## src/rtl/timer_arbiter.sv

```systemverilog
`default_nettype none
// ============================================================================
// Module      : timer_arbiter
// Description : Round-robin arbiter and sequencer for one shared down-counter.
//               Each requester asks for a timed interval of its own length.
//               The winner is granted the counter, which is loaded with that
//               requester's length and counted down. The winner then receives
//               a one-cycle done pulse.
// Ports       : clk     - clock, all logic on the rising edge
//               rst     - synchronous active-high reset
//               req_i   - per-requester level request
//               len_i   - packed lengths, requester i at [i*CNT_W +: CNT_W]
//               hold_i  - freezes the counter while counting
//               gnt_o   - registered one-hot grant
//               done_o  - registered one-cycle completion pulse
//               busy_o  - high whenever the sequencer is not idle
//               cnt_o   - current counter value
// Revision    : 1.0 - initial release
// ============================================================================
module timer_arbiter #(
    parameter int N_REQ = 4,
    parameter int CNT_W = 4
) (
    input  logic                   clk,
    input  logic                   rst,
    input  logic [N_REQ-1:0]       req_i,
    input  logic [N_REQ*CNT_W-1:0] len_i,
    input  logic                   hold_i,
    output logic [N_REQ-1:0]       gnt_o,
    output logic [N_REQ-1:0]       done_o,
    output logic                   busy_o,
    output logic [CNT_W-1:0]       cnt_o
);

    localparam int               PTR_W        = (N_REQ > 1) ? $clog2(N_REQ) : 1;
    localparam logic [N_REQ-1:0] ONE_HOT_LSB  = N_REQ'(1);
    localparam logic [PTR_W-1:0] LAST_IDX     = PTR_W'(N_REQ - 1);
    localparam logic [PTR_W:0]   N_REQ_WIDE   = (PTR_W + 1)'(N_REQ);

    typedef enum logic [1:0] {
        ST_IDLE  = 2'd0,
        ST_COUNT = 2'd1,
        ST_DONE  = 2'd2
    } state_t;

    state_t             state_q;
    logic [PTR_W-1:0]   ptr_q;
    logic [PTR_W-1:0]   idx_q;
    logic [N_REQ-1:0]   gnt_q;
    logic [N_REQ-1:0]   done_q;
    logic [CNT_W-1:0]   cnt_q;

    logic               w_found;
    logic [PTR_W:0]     w_sum;
    logic [PTR_W-1:0]   w_cand;
    logic [PTR_W-1:0]   w_winner;
    logic [CNT_W-1:0]   w_len_win;
    logic [PTR_W-1:0]   w_ptr_next;

    // Round-robin search: scan upward from ptr_q and wrap modulo N_REQ.
    // The sum is one bit wider so the wrap also works for non power-of-two
    // requester counts.
    always_comb begin
        w_found  = 1'b0;
        w_sum    = '0;
        w_cand   = '0;
        w_winner = ptr_q;
        for (int k = 0; k < N_REQ; k++) begin
            w_sum = {1'b0, ptr_q} + (PTR_W + 1)'(k);
            if (w_sum >= N_REQ_WIDE) begin
                w_sum = w_sum - N_REQ_WIDE;
            end
            w_cand = w_sum[PTR_W-1:0];
            if (!w_found && req_i[w_cand]) begin
                w_found  = 1'b1;
                w_winner = w_cand;
            end
        end
    end

    // Length mux with constant slice bounds only.
    always_comb begin
        w_len_win = '0;
        for (int k = 0; k < N_REQ; k++) begin
            if (w_winner == PTR_W'(k)) begin
                w_len_win = len_i[k*CNT_W +: CNT_W];
            end
        end
    end

    // The pointer moves to the requester just past the one last served.
    assign w_ptr_next = (idx_q == LAST_IDX) ? '0 : idx_q + PTR_W'(1);

    always_ff @(posedge clk) begin
        if (rst) begin
            state_q <= ST_IDLE;
            ptr_q   <= '0;
            idx_q   <= '0;
            gnt_q   <= '0;
            done_q  <= '0;
            cnt_q   <= '0;
        end else begin
            unique case (state_q)
                ST_IDLE: begin
                    done_q <= '0;
                    if (w_found) begin
                        state_q <= ST_COUNT;
                        idx_q   <= w_winner;
                        gnt_q   <= ONE_HOT_LSB << w_winner;
                        cnt_q   <= w_len_win;
                    end
                end
                ST_COUNT: begin
                    // Withdrawal beats both hold and reaching zero.
                    if (!req_i[idx_q]) begin
                        state_q <= ST_IDLE;
                        gnt_q   <= '0;
                        cnt_q   <= '0;
                        ptr_q   <= w_ptr_next;
                    end else if (hold_i) begin
                        cnt_q <= cnt_q;
                    end else if (cnt_q == '0) begin
                        state_q <= ST_DONE;
                        // The grant is one-hot on the winner, so it doubles as the done mask.
                        done_q  <= gnt_q;
                    end else begin
                        cnt_q <= cnt_q - CNT_W'(1);
                    end
                end
                ST_DONE: begin
                    state_q <= ST_IDLE;
                    gnt_q   <= '0;
                    done_q  <= '0;
                    ptr_q   <= w_ptr_next;
                end
                default: begin
                    state_q <= ST_IDLE;
                    gnt_q   <= '0;
                    done_q  <= '0;
                    cnt_q   <= '0;
                end
            endcase
        end
    end

    assign gnt_o  = gnt_q;
    assign done_o = done_q;
    assign busy_o = (state_q != ST_IDLE);
    assign cnt_o  = cnt_q;

endmodule
`default_nettype wire

```

## config.mk

```make
export PLATFORM = sky130hd
export DESIGN_NAME = timer_arbiter
export DESIGN_NICKNAME = d
export VERILOG_FILES = /design/src/rtl/timer_arbiter.sv
export SDC_FILE = /design/constraint.sdc
export NUM_CORES = 1
export LEC_CHECK = 0
export ABC_AREA = 1
export CAP_MARGIN = 10
export CORE_AREA = 4 4 65 52
export CTS_BUF_LIST = sky130_fd_sc_hd__clkbuf_8 sky130_fd_sc_hd__clkbuf_16
export DETAILED_ROUTE_END_ITERATION = 12
export DIE_AREA = 0 0 69 56
export PLACE_DENSITY = 0.93
export SLEW_MARGIN = 20
export SYNTH_ARGS = -nofsm -noshare
export SYNTH_HDL_FRONTEND = slang
export SYNTH_SLANG_ARGS = --single-unit
```

## constraint.sdc

```tcl
create_clock -name clk -period 3.4 [get_ports clk]
set_input_delay 0.68 -clock clk [delete_from_list [all_inputs] [get_ports clk]]
set_output_delay 0.68 -clock clk [all_outputs]
set_load 0.01 [all_outputs]
```

# Word level (Yosys, flattened, before mapping)
# Cells that the tools add are included.
# word_totals
reg_bits	18
in_bits	23
output_inout_bits	13
elab_cells	99
# op_classes
add_sub_neg	9
order_cmp	9
eq_ne	11
n_shift	1
n_mux	42
bitwise_logic	3
n_reduce_logical	18
# op_table
op	count
$mux 4	10
$mux 2	14
$lt 2x3->1 const B	5
$pmux 4 s3	1
$bmux 1 s2	5
$ge 3x3->1 const B	3
$mux 1	9
$ne 3x3->1 const B	3
$eq 2x2->1 const B	4
$pmux 2 s2	2
$pmux 4 s2	1
$sub 2x1->2 const B	4
$add 2x2->3 const B	2
$reduce_and 2->1	3
$reduce_and 3->1	2
$eq 2x1->1 const B	2
$logic_not 2->1	2
$logic_not 4->1	1
$ne 2x2->1 const B	2
$reduce_and 4->1	1
$reduce_bool 2->1	2
$shl 1x2->4 const A	1
$sub 4x1->4 const B	1
$add 2x1->3 const B	1
other kinds (6)	12

# Logic depth before layout (Yosys ltp)
# logic_depth
ltp_word	21
ltp_mapped	19
mapped_depth_nobuf	19

# Worst setup path after synthesis
# Ideal clock, no wire load.
# synth_timing
path_type	input to register
startpoint	input req_i[2]
endpoint	register cnt_q[0] (netlist: cnt_o[0])
setup_ns	0.135
t_arrival_ns	1.913
required_ns	3.265
slack_ns	1.352
path_stages	18
path_buffers	0
cell_sequence	inv_1 nand2_1 nand2_1 nand2_2 nand2_2 nand2_2 nor2_4 nand2_2 nand3_4 nand2_4 nor2_8 nand2_1 nand2_1 inv_1 nand2_1 nand2_1 nand2_1 a21oi_2
# synth_via
elab_chain_len	19
elab_cells_between_ends	39
cone_classes	eq/ne (6); mux (25); reduce/logical (8)
# synth_rtl
item	line_no	text
from (decl)	26	input logic [N_REQ-1:0] req_i,
$bmux 1 s2	74	if (!w_found && req_i[w_cand]) begin
$mux 1 (implied by the code)	74	
$mux 1	74	
$logic_not 1->1	74	
$logic_and 1x1->1	74	
$mux 1	74	
$logic_not 1->1	74	
$logic_and 1x1->1	74	
$mux 1	74	
$logic_not 1->1	74	
$logic_and 1x1->1	74	
$mux 2	74	
$logic_not 2->1	85	if (w_winner == PTR_W'(k)) begin
$mux 4 (4 in series)	85	
$mux 4	106	if (w_found) begin
$pmux 4 s3	103	unique case (state_q)
to (signal assigned)	110	cnt_q <= w_len_win;
to (signal assigned)	121	cnt_q <= cnt_q;
to (signal assigned)	127	cnt_q <= cnt_q - CNT_W'(1);
to (decl)	51	logic [CNT_W-1:0] cnt_q;
# Parallel ways exist; a longest one is shown, timed or not. The select of a mux whose other input is x is not followed.
# A chain may end at the register's enable or synchronous reset.

# Final worst setup path
# layout_timing
startpoint	input req_i[1]
endpoint	register cnt_q[1] (netlist: cnt_o[1])
# The elaborated chain is that of the path after synthesis.

==> impl_metrics.json <==
{
  "die_h_um": 56,
  "fin_crit_ns": 2.48,
  "ctsResizeCount": 0,
  "avgSynthCellArea_um2": 5.99,
  "synth_top_family_by_area": "simple AND/OR/NAND/NOR gates",
  "hold_buffers": 0,
  "final_cells": 308,
  "n_antenna_cell": 0,
  "synth_cell_type_count": 29,
  "totalNegativeSetupSlack_ns": 0,
  "synthesis.nets": 258,
  "maxSlewViolCount": 0,
  "synthCells": 233,
  "grt_use_met2": 0.285,
  "worstPathCellList": "clkdlybuf4s50_1, a21oi_1, o21ai_0, nand2_1, inv_1, nand2_1, inv_1, nand3_1, o2111ai_1, nor2_1, nand2_1, a21oi_2",
  "finalSetupViolations": 0,
  "ys_seq_area_frac": 0.258,
  "clockRootBuffer": "clkbuf_8",
  "synth_mux_area_frac": 0,
  "r2r_start": "ptr_q[0]",
  "ir_drop_mv": 0.426,
  "path_buf_inv": 3,
  "synth-compound-area-share": 0.127,
  "synth_area_leader_cell": "nand2_1",
  "die_w_um": 69,
  "cp-end-kind": "flip-flop",
  "clk_latency_ns": 0.25,
  "path_clk_slew_ns": 0.07,
  "routed_wirelength_um": 3240,
  "grt_overflow": 0,
  "numCtsBuffers": 3,
  "cpMaxStageDelayCell": "clkdlybuf4s50_1",
  "grt_most_used_layer": "met2",
  "drive_gt1_frac": 0.104,
  "grt_pass1_vias": 1351,
  "worst_setup_path_start_kind": "input pin",
  "vias": 1509,
  "drtAntennaViolNets": 0,
  "track_usage": 0.167,
  "num_rows": 17,
  "cts-htree-levels": 1,
  "rsz0062_at_grt": "no",
  "rr_endpoint": "cnt_o[3]",
  "slew_headroom": 0.654,
  "status": "completed",
  "coreArea_mm2": 0.00281,
  "crit_top_cell": "nand2_1",
  "cp.required_ns": 3.59,
  "drtIter0Drc": 124,
  "wl_per_cell_um": 10.5,
  "gp_congestion": 0.884,
  "skew_ns": 0.00196,
  "grt_antenna_before_repair": 0,
  "cp_top_family": "simple AND/OR/NAND/NOR gates",
  "drc_errors": 0,
  "yosys.area_share.simple": 0.469,
  "area_delta_synth_final_pct": 31.7,
  "grt_util_met3": 0.0397,
  "nNetsFinal": 296,
  "worstSetupPathType": "input pin to flip-flop",
  "netlist.area_leader.share": 0.266,
  "dieArea_mm2": 0.00386,
  "drt_first_pass_iters": 4,
  "min_path_type": "flip-flop to flip-flop",
  "tritoncts": "built",
  "placed_cells": 304,
  "whs_endpoint": "done_o[2]",
  "hpwl_um": 2630,
  "hold_viol": 0,
  "hp-start": "done_o[2]",
  "synth_warnings": 0,
  "hold_depth": 2,
  "ios": 36,
  "worst_pin_slew_ns": 0.515,
  "use_met1": 0.220,
  "syn_area_mm2": 0.00140,
  "ctsLongestPathBuffers": 2,
  "cts.sinks": 18,
  "synth_area_leaders": "nand2_1, dfxtp_1, inv_1, a21oi_1, nand3_1",
  "port_buffers": 35,
  "grt_max_degree": 12,
  "p_leak_nw": 0.913,
  "grt_pass1_wl_um": 5510,
  "maxCapViolations": 0,
  "maxClockFrequency_mhz": 403,
  "synth-adder-area-share": 0.0179,
  "post_cts_buffers": 0,
  "start_util": 0.497,
  "finalCritPeriodShare": 0.729,
  "synth_seq_cells": 18,
  "synth_xor_xnor_area_share": 0.0126,
  "cpPeakStageDelay_ns": 0.46,
  "crit_fanout": 5,
  "powerDensity_mw_per_mm2": 859,
  "reg2reg_depth": 18,
  "cp.arrival_ns": 2.67,
  "viasPerCell": 4.90,
  "regToRegSetupSlack_ns": 1.12
}
tightest hold or removal path: stages, from the launching register on:
cell	delay (ns)
dfxtp_1	0.31
nand2_1	0.06
a21oi_1	0.05
metrics by stage:
step | cell area (µm²) | hold slack, ns | utilization | power, W | setup WS [ns]
finish | 1840 | 0.460 | 0.654 | 0.00158 | 0.920
global route | 1840 | 0.498 | 0.654 | 0.00172 | 0.680
CTS | 1840 | 0.464 | 0.654 | 0.00157 | 0.948
detailed placement | 1780 | 0.454 | 0.635 | 0.00139 | 0.689
global placement | 1780 | 0.450 | 0.635 | 0.00136 | 0.714
floorplan | 1400 | 0.486 | - | 0.00113 | 1.35
placed cells by master, fill, tap and decap left out:
master / synthesis / routed
nor3_1: 4 / 4
nand4_1: 1 / 1
nor2_1: 5 / 5
ha_1: 2 / 2
nand2_2: 7 / 7
nand3_2: 1 / 1
xor2_1: 2 / 2
o21ai_2: 1 / 1
clkdlybuf4s50_1: 0 / 35
o21ai_0: 7 / 7
o211a_1: 1 / 1
nand2_1: 99 / 99
or2_2: 1 / 1
nand2_4: 3 / 3
a21oi_2: 4 / 4
o211ai_1: 1 / 1
nand3_4: 1 / 1
inv_1: 35 / 35
a21oi_1: 13 / 13
nor2_4: 1 / 1
inv_2: 3 / 3
o2111ai_1: 1 / 1
nor2_8: 1 / 1
nand3b_1: 4 / 4
inv_4: 1 / 1
nand3_1: 13 / 13
clkbuf_8: 0 / 4
dfxtp_1: 18 / 18
a21o_1: 1 / 1
worst max-delay path by stage:
| stage | cells after the start | to | slack [ns] | start |
|---|---|---|---|---|
| 2_1_floorplan | 18 | cnt_o[0] | 1.35 | req_i[2] |
| 3_3_place_gp | 19 | cnt_o[3] | 0.71 | req_i[2] |
| 3_5_place_dp | 18 | cnt_o[3] | 0.69 | req_i[1] |
| 4_1_cts | 12 | cnt_o[1] | 0.95 | req_i[1] |
| 5_1_grt | 12 | cnt_o[1] | 0.68 | req_i[1] |
| 6_report | 12 | cnt_o[1] | 0.92 | req_i[1] |
logic make-up (layout without fill, tap and decap cells):
family / after synthesis / in the layout
AOI/OAI and AO/OA: 29 / 29
adders and majority gates: 2 / 2
xor gates and xnor gates: 2 / 2
DFF: 18 / 18
buffers and inverters: 41 / 78
and+or+nand+nor: 141 / 141
metal layers:
metal / vias to the layer above / wire length [µm]
met4: 0 / 12
met1: 670 / 1600
met2: 36 / 1460
met3: 3 / 168
li1: 800 / -
met5: - / 0
power breakdown:
part	internal [W]	switching, W	total, W
registers	0.000269	0.0000694	0.000338
logic	0.000395	0.000667	0.00106
clock network	0.000103	0.0000739	0.000177
synthesized netlist by cell type:
cell type  instances
dfxtp_1           18
a21oi_1           13
ha_1               2
o21ai_2            1
nand2_1           99
o211ai_1           1
nand2_4            3
or2_2              1
inv_1             35
nand3_2            1
nand3_1           13
a21o_1             1
inv_4              1
nor2_8             1
nand3b_1           4
clkbuf_1           1
nor2_1             5
nor2_4             1
nor3_1             4
nand3_4            1
inv_2              3
nand2_2            7
buf_4              1
o211a_1            1
o21ai_0            7
nand4_1            1
o2111ai_1          1
xor2_1             2
a21oi_2            4
area by class of cell:
class / instances / area, µm²
sequential: 18 / 360
fill: 263 / 971
tap: 38 / 47.5
timing repair buffer: 35 / 350
clock buffer: 4 / 55.1
multi-input combinational: 174 / 875
inverter: 39 / 149
registers in the layout (all words and copies together), names as in the netlist:
| register | flops |
|---|---|
| cnt_o | 4 |
| ptr_q | 2 |
| gnt_o | 4 |
| state_q | 2 |
| idx_q | 2 |
| done_o | 4 |
Power figures use the tool's default switching activity.
